--- config.mk ---
export PLATFORM = sky130hd
export DESIGN_NAME = load_store_unit
export DESIGN_NICKNAME = d
export VERILOG_FILES = /design/src/rtl/lsu_pkg.sv /design/src/rtl/lsu_load_align.sv /design/src/rtl/load_store_unit.sv
export SDC_FILE = /design/constraint.sdc
export NUM_CORES = 1
export LEC_CHECK = 0
export ABC_AREA = 1
export BUFFER_PORTS_ARGS = -buffer_cell sky130_fd_sc_hd__buf_2
export CAP_MARGIN = 10
export CELL_PAD_IN_SITES_DETAIL_PLACEMENT = 1
export CELL_PAD_IN_SITES_GLOBAL_PLACEMENT = 1
export CORE_ASPECT_RATIO = 1.5
export CORE_MARGIN = 8
export CORE_UTILIZATION = 41
export DETAILED_ROUTE_END_ITERATION = 6
export PLACE_DENSITY = 0.93
export SLEW_MARGIN = 25
export SYNTH_ARGS = -nofsm -noshare
export SYNTH_HDL_FRONTEND = slang
export SYNTH_SLANG_ARGS = --single-unit
--- constraint.sdc ---
create_clock -name clock -period 4 [get_ports clock]
set_input_delay 0.4 -clock clock [delete_from_list [all_inputs] [get_ports clock]]
set_output_delay 0.4 -clock clock [all_outputs]
set_load 0.005 [all_outputs]
--- src/rtl/lsu_pkg.sv ---
// Shared types and constants for the load/store unit: FSM states, access
// size encodings, default memory window and a size-to-byte-count helper.
package lsu_pkg;

    typedef enum logic [2:0] {
        IDLE  = 3'd0,
        RD_LO = 3'd1,
        RD_HI = 3'd2,
        WR    = 3'd3,
        RESP  = 3'd4
    } lsu_state_e;

    localparam logic [1:0] SIZE_BYTE = 2'b00;
    localparam logic [1:0] SIZE_HALF = 2'b01;
    localparam logic [1:0] SIZE_WORD = 2'b10;
    localparam logic [1:0] SIZE_ILL  = 2'b11;

    localparam logic [31:0] DEF_BASE_ADDR = 32'h0100_0000;
    localparam int unsigned DEF_MEM_DEPTH = 32'd1048576;

    // Number of bytes touched by an access; the illegal encoding touches none.
    function automatic logic [2:0] size_bytes(input logic [1:0] size);
        logic [2:0] bytes;
        case (size)
            SIZE_BYTE: bytes = 3'd1;
            SIZE_HALF: bytes = 3'd2;
            SIZE_WORD: bytes = 3'd4;
            default:   bytes = 3'd0;
        endcase
        return bytes;
    endfunction

endpackage

--- src/rtl/lsu_load_align.sv ---
// Load data alignment: picks the addressed bytes out of the two captured
// memory words and sign- or zero-extends them to 32 bits.
module lsu_load_align
    import lsu_pkg::*;
(
    input  logic [31:0] i_lo,
    input  logic [31:0] i_hi,
    input  logic [1:0]  i_offset,
    input  logic [1:0]  i_size,
    input  logic        i_signed,
    output logic [31:0] o_rdata
);

    logic [31:0] w_shifted;

    // Little-endian window: the addressed byte lands in bit 0 after the shift.
    assign w_shifted = 32'({i_hi, i_lo} >> {i_offset, 3'b000});

    // Truncate to the access size and extend; a word ignores the signed flag.
    always_comb begin
        o_rdata = 32'h0000_0000;
        case (i_size)
            SIZE_BYTE: o_rdata = {{24{i_signed & w_shifted[7]}}, w_shifted[7:0]};
            SIZE_HALF: o_rdata = {{16{i_signed & w_shifted[15]}}, w_shifted[15:0]};
            SIZE_WORD: o_rdata = w_shifted;
            default:   o_rdata = 32'h0000_0000;
        endcase
    end

endmodule

--- src/rtl/load_store_unit.sv ---
// Single-request load/store unit in front of a byte-addressed, word-wide
// data memory. Loads are done as one or two aligned word reads (the second
// only when the access straddles a word boundary); stores are issued as a
// single exact-address write. Out-of-window or illegal-size requests are
// answered with a fault and never reach the memory.
module load_store_unit
    import lsu_pkg::*;
#(
    parameter logic [31:0] BASE_ADDR = DEF_BASE_ADDR,
    parameter int unsigned MEM_DEPTH = DEF_MEM_DEPTH
) (
    input  logic        clock,
    input  logic        reset_n,
    input  logic        req_valid,
    output logic        req_ready,
    input  logic [31:0] req_addr,
    input  logic [31:0] req_wdata,
    input  logic        req_write,
    input  logic [1:0]  req_size,
    input  logic        req_signed,
    output logic        resp_valid,
    output logic [31:0] resp_rdata,
    output logic        resp_fault,
    output logic [31:0] mem_address,
    output logic [31:0] mem_data_in,
    output logic        mem_read_write,
    output logic [1:0]  mem_access_size,
    input  logic [31:0] mem_data_out
);

    lsu_state_e  r_state;
    lsu_state_e  w_next_state;
    logic [31:0] r_addr;
    logic [31:0] r_wdata;
    logic [31:0] r_lo;
    logic [31:0] r_hi;
    logic [1:0]  r_size;
    logic        r_write;
    logic        r_signed;
    logic        r_fault;

    logic        w_accept;
    logic        w_req_fault;
    logic        w_crossing;
    logic [2:0]  w_req_bytes;
    logic [2:0]  w_span;
    logic [32:0] w_req_end;
    logic [32:0] w_limit;
    logic [31:0] w_aligned_addr;
    logic [31:0] w_align_rdata;

    assign w_accept    = (r_state == IDLE) && req_valid;
    assign w_req_bytes = size_bytes(req_size);
    // Window check is done in 33 bits so an address near 2^32 cannot wrap into range.
    assign w_req_end   = {1'b0, req_addr} + {30'd0, w_req_bytes};
    assign w_limit     = {1'b0, BASE_ADDR} + 33'(MEM_DEPTH);
    assign w_req_fault = (req_size == SIZE_ILL) || (req_addr < BASE_ADDR) || (w_req_end > w_limit);

    assign w_span         = {1'b0, r_addr[1:0]} + size_bytes(r_size);
    assign w_crossing     = (w_span > 3'd4);
    assign w_aligned_addr = {r_addr[31:2], 2'b00};

    lsu_load_align u_align (
        .i_lo     (r_lo),
        .i_hi     (r_hi),
        .i_offset (r_addr[1:0]),
        .i_size   (r_size),
        .i_signed (r_signed),
        .o_rdata  (w_align_rdata)
    );

    // State register; reset drops straight to IDLE, aborting any request.
    always_ff @(posedge clock or negedge reset_n) begin
        if (!reset_n) begin
            r_state <= IDLE;
        end else begin
            r_state <= w_next_state;
        end
    end

    // Request capture at acceptance and memory word capture during reads.
    always_ff @(posedge clock or negedge reset_n) begin
        if (!reset_n) begin
            r_addr   <= 32'h0000_0000;
            r_wdata  <= 32'h0000_0000;
            r_size   <= 2'b00;
            r_write  <= 1'b0;
            r_signed <= 1'b0;
            r_fault  <= 1'b0;
            r_lo     <= 32'h0000_0000;
            r_hi     <= 32'h0000_0000;
        end else if (w_accept) begin
            r_addr   <= req_addr;
            r_wdata  <= req_wdata;
            r_size   <= req_size;
            r_write  <= req_write;
            r_signed <= req_signed;
            r_fault  <= w_req_fault;
            r_lo     <= 32'h0000_0000;
            r_hi     <= 32'h0000_0000;
        end else if (r_state == RD_LO) begin
            r_lo <= mem_data_out;
        end else if (r_state == RD_HI) begin
            r_hi <= mem_data_out;
        end else begin
            r_lo <= r_lo;
        end
    end

    // Next-state selection.
    always_comb begin
        w_next_state = r_state;
        case (r_state)
            IDLE: begin
                if (!req_valid) begin
                    w_next_state = IDLE;
                end else if (w_req_fault) begin
                    w_next_state = RESP;
                end else if (req_write) begin
                    w_next_state = WR;
                end else begin
                    w_next_state = RD_LO;
                end
            end
            RD_LO: begin
                if (w_crossing) begin
                    w_next_state = RD_HI;
                end else begin
                    w_next_state = RESP;
                end
            end
            RD_HI:   w_next_state = RESP;
            WR:      w_next_state = RESP;
            RESP:    w_next_state = IDLE;
            default: w_next_state = IDLE;
        endcase
    end

    // Outputs decoded from the state register so reset clears them at once.
    always_comb begin
        req_ready       = 1'b0;
        resp_valid      = 1'b0;
        resp_fault      = 1'b0;
        resp_rdata      = 32'h0000_0000;
        mem_address     = 32'h0000_0000;
        mem_data_in     = 32'h0000_0000;
        mem_read_write  = 1'b0;
        mem_access_size = 2'b00;
        case (r_state)
            IDLE: req_ready = 1'b1;
            RD_LO: begin
                mem_address     = w_aligned_addr;
                mem_access_size = SIZE_WORD;
            end
            RD_HI: begin
                mem_address     = w_aligned_addr + 32'd4;
                mem_access_size = SIZE_WORD;
            end
            WR: begin
                mem_address     = r_addr;
                mem_data_in     = r_wdata;
                mem_access_size = r_size;
                mem_read_write  = 1'b1;
            end
            RESP: begin
                resp_valid = 1'b1;
                resp_fault = r_fault;
                if (r_fault || r_write) begin
                    resp_rdata = 32'h0000_0000;
                end else begin
                    resp_rdata = w_align_rdata;
                end
            end
            default: req_ready = 1'b0;
        endcase
    end

endmodule

==> impl_metrics.csv <==
group,metric,value,unit
worst_setup_path,worstReg2RegStart,"r_addr[1]",
yosys,ys_warn_count,0,
sta,setup_repair_after_global_routing_missed_its_margin,"no",
grt,grt_util_all_layers,26.4,%
sta,final.min_clock_period,3210,ps
yosys,synth.ff_latch_count,128,
layout,design_area,10300,um^2
sta,final.setup.tns,0,ps
yosys,synth_ff_type,"dfrtp_1",
worst_setup_path,cp_max_fo,23,
routing,drt_pass1_iterations,6,
grt,layer_with_the_highest_usage,"met2",
worst_setup_path,critical-path-slowest-cell,"inv_1",
yosys,synth.cells.most_frequent,"nand2_1, inv_1, o21ai_0, nor2_1, dfrtp_1",
floorplan,ioPinCount,205,
floorplan,row_count,64,
cts,sinks_on_clock_net,128,
yosys,synthesis.nets,1409,
yosys,post_synth_instance_area,8480,um^2
layout,diode_count,0,
worst_setup_path,path_class,"flip-flop to output pin",
power,total_leakage_power,5.35,nW
sta,timing.slew.headroom,41.2,%
grt,wire_length_of_the_first_global_routing_pass,53.5,mm
routing,detail_route.wirelength,33.8,mm
routing,vias,9583,
cts,max-clock-path-buffers,2,
grt,gr-total-overflow,0,
placed_design,instance_count_after_placement_with_tap_cells_included,1724,
layout,fillers,2799,
cts,cts-root-buf,"clkbuf_16",
sta,clock-skew-final,13.4,ps
routing,drc,0,
worst_setup_path,critical_path_arrival,2810,ps
layout,finalNetCount,1589,
grt,use_met2,49.2,%
worst_setup_path,r2r.worst_path.cells,10,
floorplan,fp.dieW,133,um
grt,first_global_vias,10200,
floorplan,die_area,25600,um^2
yosys,postSynthAreaPerCell,6.52,um^2
sta,tightest_slew,882,ps
grt,globalRouteMet1Util,26.3,%
placed_design,place.detailed.hpwl,25.2,mm
cts,cts_tree,"built",
floorplan,core-area,20300,um^2
worst_setup_path,worstReg2RegEnd,"r_state[2]",
yosys,synth-adder-area-share,1.21,%
layout,area.growth.synth_to_final,21.8,%
power,peakVddDrop,0.286,mV
yosys,synthSimpleGateAreaFrac,34.0,%
worst_setup_path,worstPathRequired,3600,ps
yosys,synthDominantCellAreaShare,37.8,%
run,timing.max_cap.violations,0,
layout,finish.cell_count_without_fillers,1755,
routing,viasPerCell,5.46,
sta,fmax,0.312,GHz
yosys,fraction_of_the_mapped_netlist_area_in_compound_gates,16.1,%
placed_design,number_of_i_o_port_buffers,204,
worst_setup_path,setup.worst_path.end_class,"output pin",
cts,post_cts_buffers,0,
grt,grt_antenna_before_repair,0,
grt,grt.met3_usage,4.42,%
sta,final_hold_viol_count,0,
layout,fraction_of_layout_cells_with_a_size_suffix_above_1,20.2,%
yosys,yosys-mux-area-fraction,0,%
routing,drt_iter0_drc,720,
cts,worstSkewPairLatency,430,ps
placed_design,gp_routability_congestion,0.894,
routing,detail_route.wl_per_cell,19.2,um
worst_setup_path,critical_path.cell_chain,"nor2_1, nand2_1, inv_1, o21ai_0, o21ai_0, buf_2",
yosys,postSynthCellCount,1299,
worst_setup_path,startpoint_type,"flip-flop",
yosys,synth_edf_count,0,
worst_setup_path,critical-path-top-cell-by-count,"o21ai_0",
status,run_status,"complete, no violations",
cts,numCtsBuffers,17,
yosys,asyncSetResetFlopFracSynth,100,%
cts,cts_resized,0,
floorplan,die_y,192,um
worst_setup_path,worst-r2r-setup-slack,1540,ps
cts,clkTransAtPathRegs,60,ps
floorplan,initial_core_util,41.7,%
power,p_per_area,380,nW/um^2
yosys,synth_top_cells_by_area,"dfrtp_1, nand2_1, o21ai_0",
yosys,synth.largest_area_cell,"dfrtp_1",
sta,maxSlewViolCount,0,
yosys,yosysSeqAreaShare,37.8,%
worst_setup_path,max_stage_delay,680,ps
sta,setup_viol,0,
placed_design,placedInstanceArea,9720,um^2
yosys,synth.most_common_cell,"nand2_1",
yosys,synth_top_family_by_area,"simple AND/OR/NAND/NOR gates",
min_path,min_path_type,"input pin to async pin",
yosys,synthXorXnorAreaFrac,1.03,%
cts,hold_buffers,0,
sta,post_route_fraction_of_the_period_consumed_by_the_critical_path,80.2,%
yosys,yosys.cell_types.count,42,
grt,grt_start_max_net_pins,78,
routing,final_antenna_net_count,0,
cts,maximum_level_of_the_cts_h_tree,4,
how the worst max path moves through the flow:
stage                      from         endpoint  slack (ps)  depth (start not counted)
floorplan             r_addr[1]       r_state[2]        1750                         11
global placement    req_size[0]       r_state[2]        1010                         17
detailed placement  req_size[0]       r_state[2]         940                         17
CTS                   r_addr[2]  mem_address[18]         820                         14
global route          r_addr[0]   resp_rdata[27]         570                         11
finish               r_state[2]  mem_address[21]         790                          6
layer usage:
metal | wire length [um] | vias up
met5 | 0 | -
met4 | 2060 | 0
met3 | 1240 | 107
met2 | 18200 | 273
met1 | 12300 | 4690
li1 | - | 4513
power breakdown:
part           internal, mW  total [mW]  leakage [nW]  switching, mW
Combinational         0.233       0.769          3.47          0.536
Sequential             1.43        1.54          1.61          0.113
Clock                 0.996        1.61         0.278          0.617
Total                  2.66        3.92          5.35           1.27
area by class of cell:
cell class	count	area, um^2	share of cell area, %
Clock buffer	19	443	4.29
Clock inverter	12	159	1.54
Sequential cell	128	3200	31.0
Multi-Input combinational cell	954	4450	43.1
Inverter	161	606	5.87
Timing Repair Buffer	217	1130	11.0
Tap cell	264	330	3.20
critical path: cells and delay by family, from the launching register on:
kind                   cells  cell delay (ps)
AOI/OAI and AO/OA          2              580
buffers and inverters      2              870
DFF                        1              410
and+or+nand+nor            2              520
flip-flops by register name, summed over array words and instances, names as in the netlist:
name	cells
r_lo	32
r_hi	24
r_fault	1
r_addr	32
r_state	3
r_write	1
r_wdata	32
r_signed	1
r_size	2
placed cells by master (no fill, tap or decap), types with 13 or more instances in the layout:
| cell type | count |
|---|---|
| o21ai_0 | 151 |
| nor2_2 | 14 |
| dfrtp_1 | 128 |
| clkbuf_16 | 17 |
| nand2_2 | 15 |
| nand4_1 | 23 |
| nor2_1 | 131 |
| buf_4 | 13 |
| o21ai_1 | 22 |
| nand2_1 | 394 |
| a21oi_1 | 60 |
| inv_1 | 154 |
| nor3_1 | 16 |
| nand3_1 | 58 |
| buf_2 | 203 |
metrics by stage:
step,hold slack [ps],power (mW),worst slack [ps],util (%)
5_1_grt,138,4.10,568,50.7
4_1_cts,97.9,3.93,822,50.7
3_5_place_dp,473,2.30,941,47.8
6_report,65.0,3.92,792,50.7
3_3_place_gp,466,2.26,1010,47.8
2_1_floorplan,104,2.01,1750,-
logic make-up (layout without fill, tap and decap cells):
family | after synthesis | count (layout)
DFF | 128 | 128
adders and majority gates | 7 | 7
and+or+nand+nor | 676 | 676
buffers and inverters | 217 | 409
xor gates and xnor gates | 10 | 10
AOI/OAI and AO/OA | 261 | 261
Power figures use the tool's default switching activity.
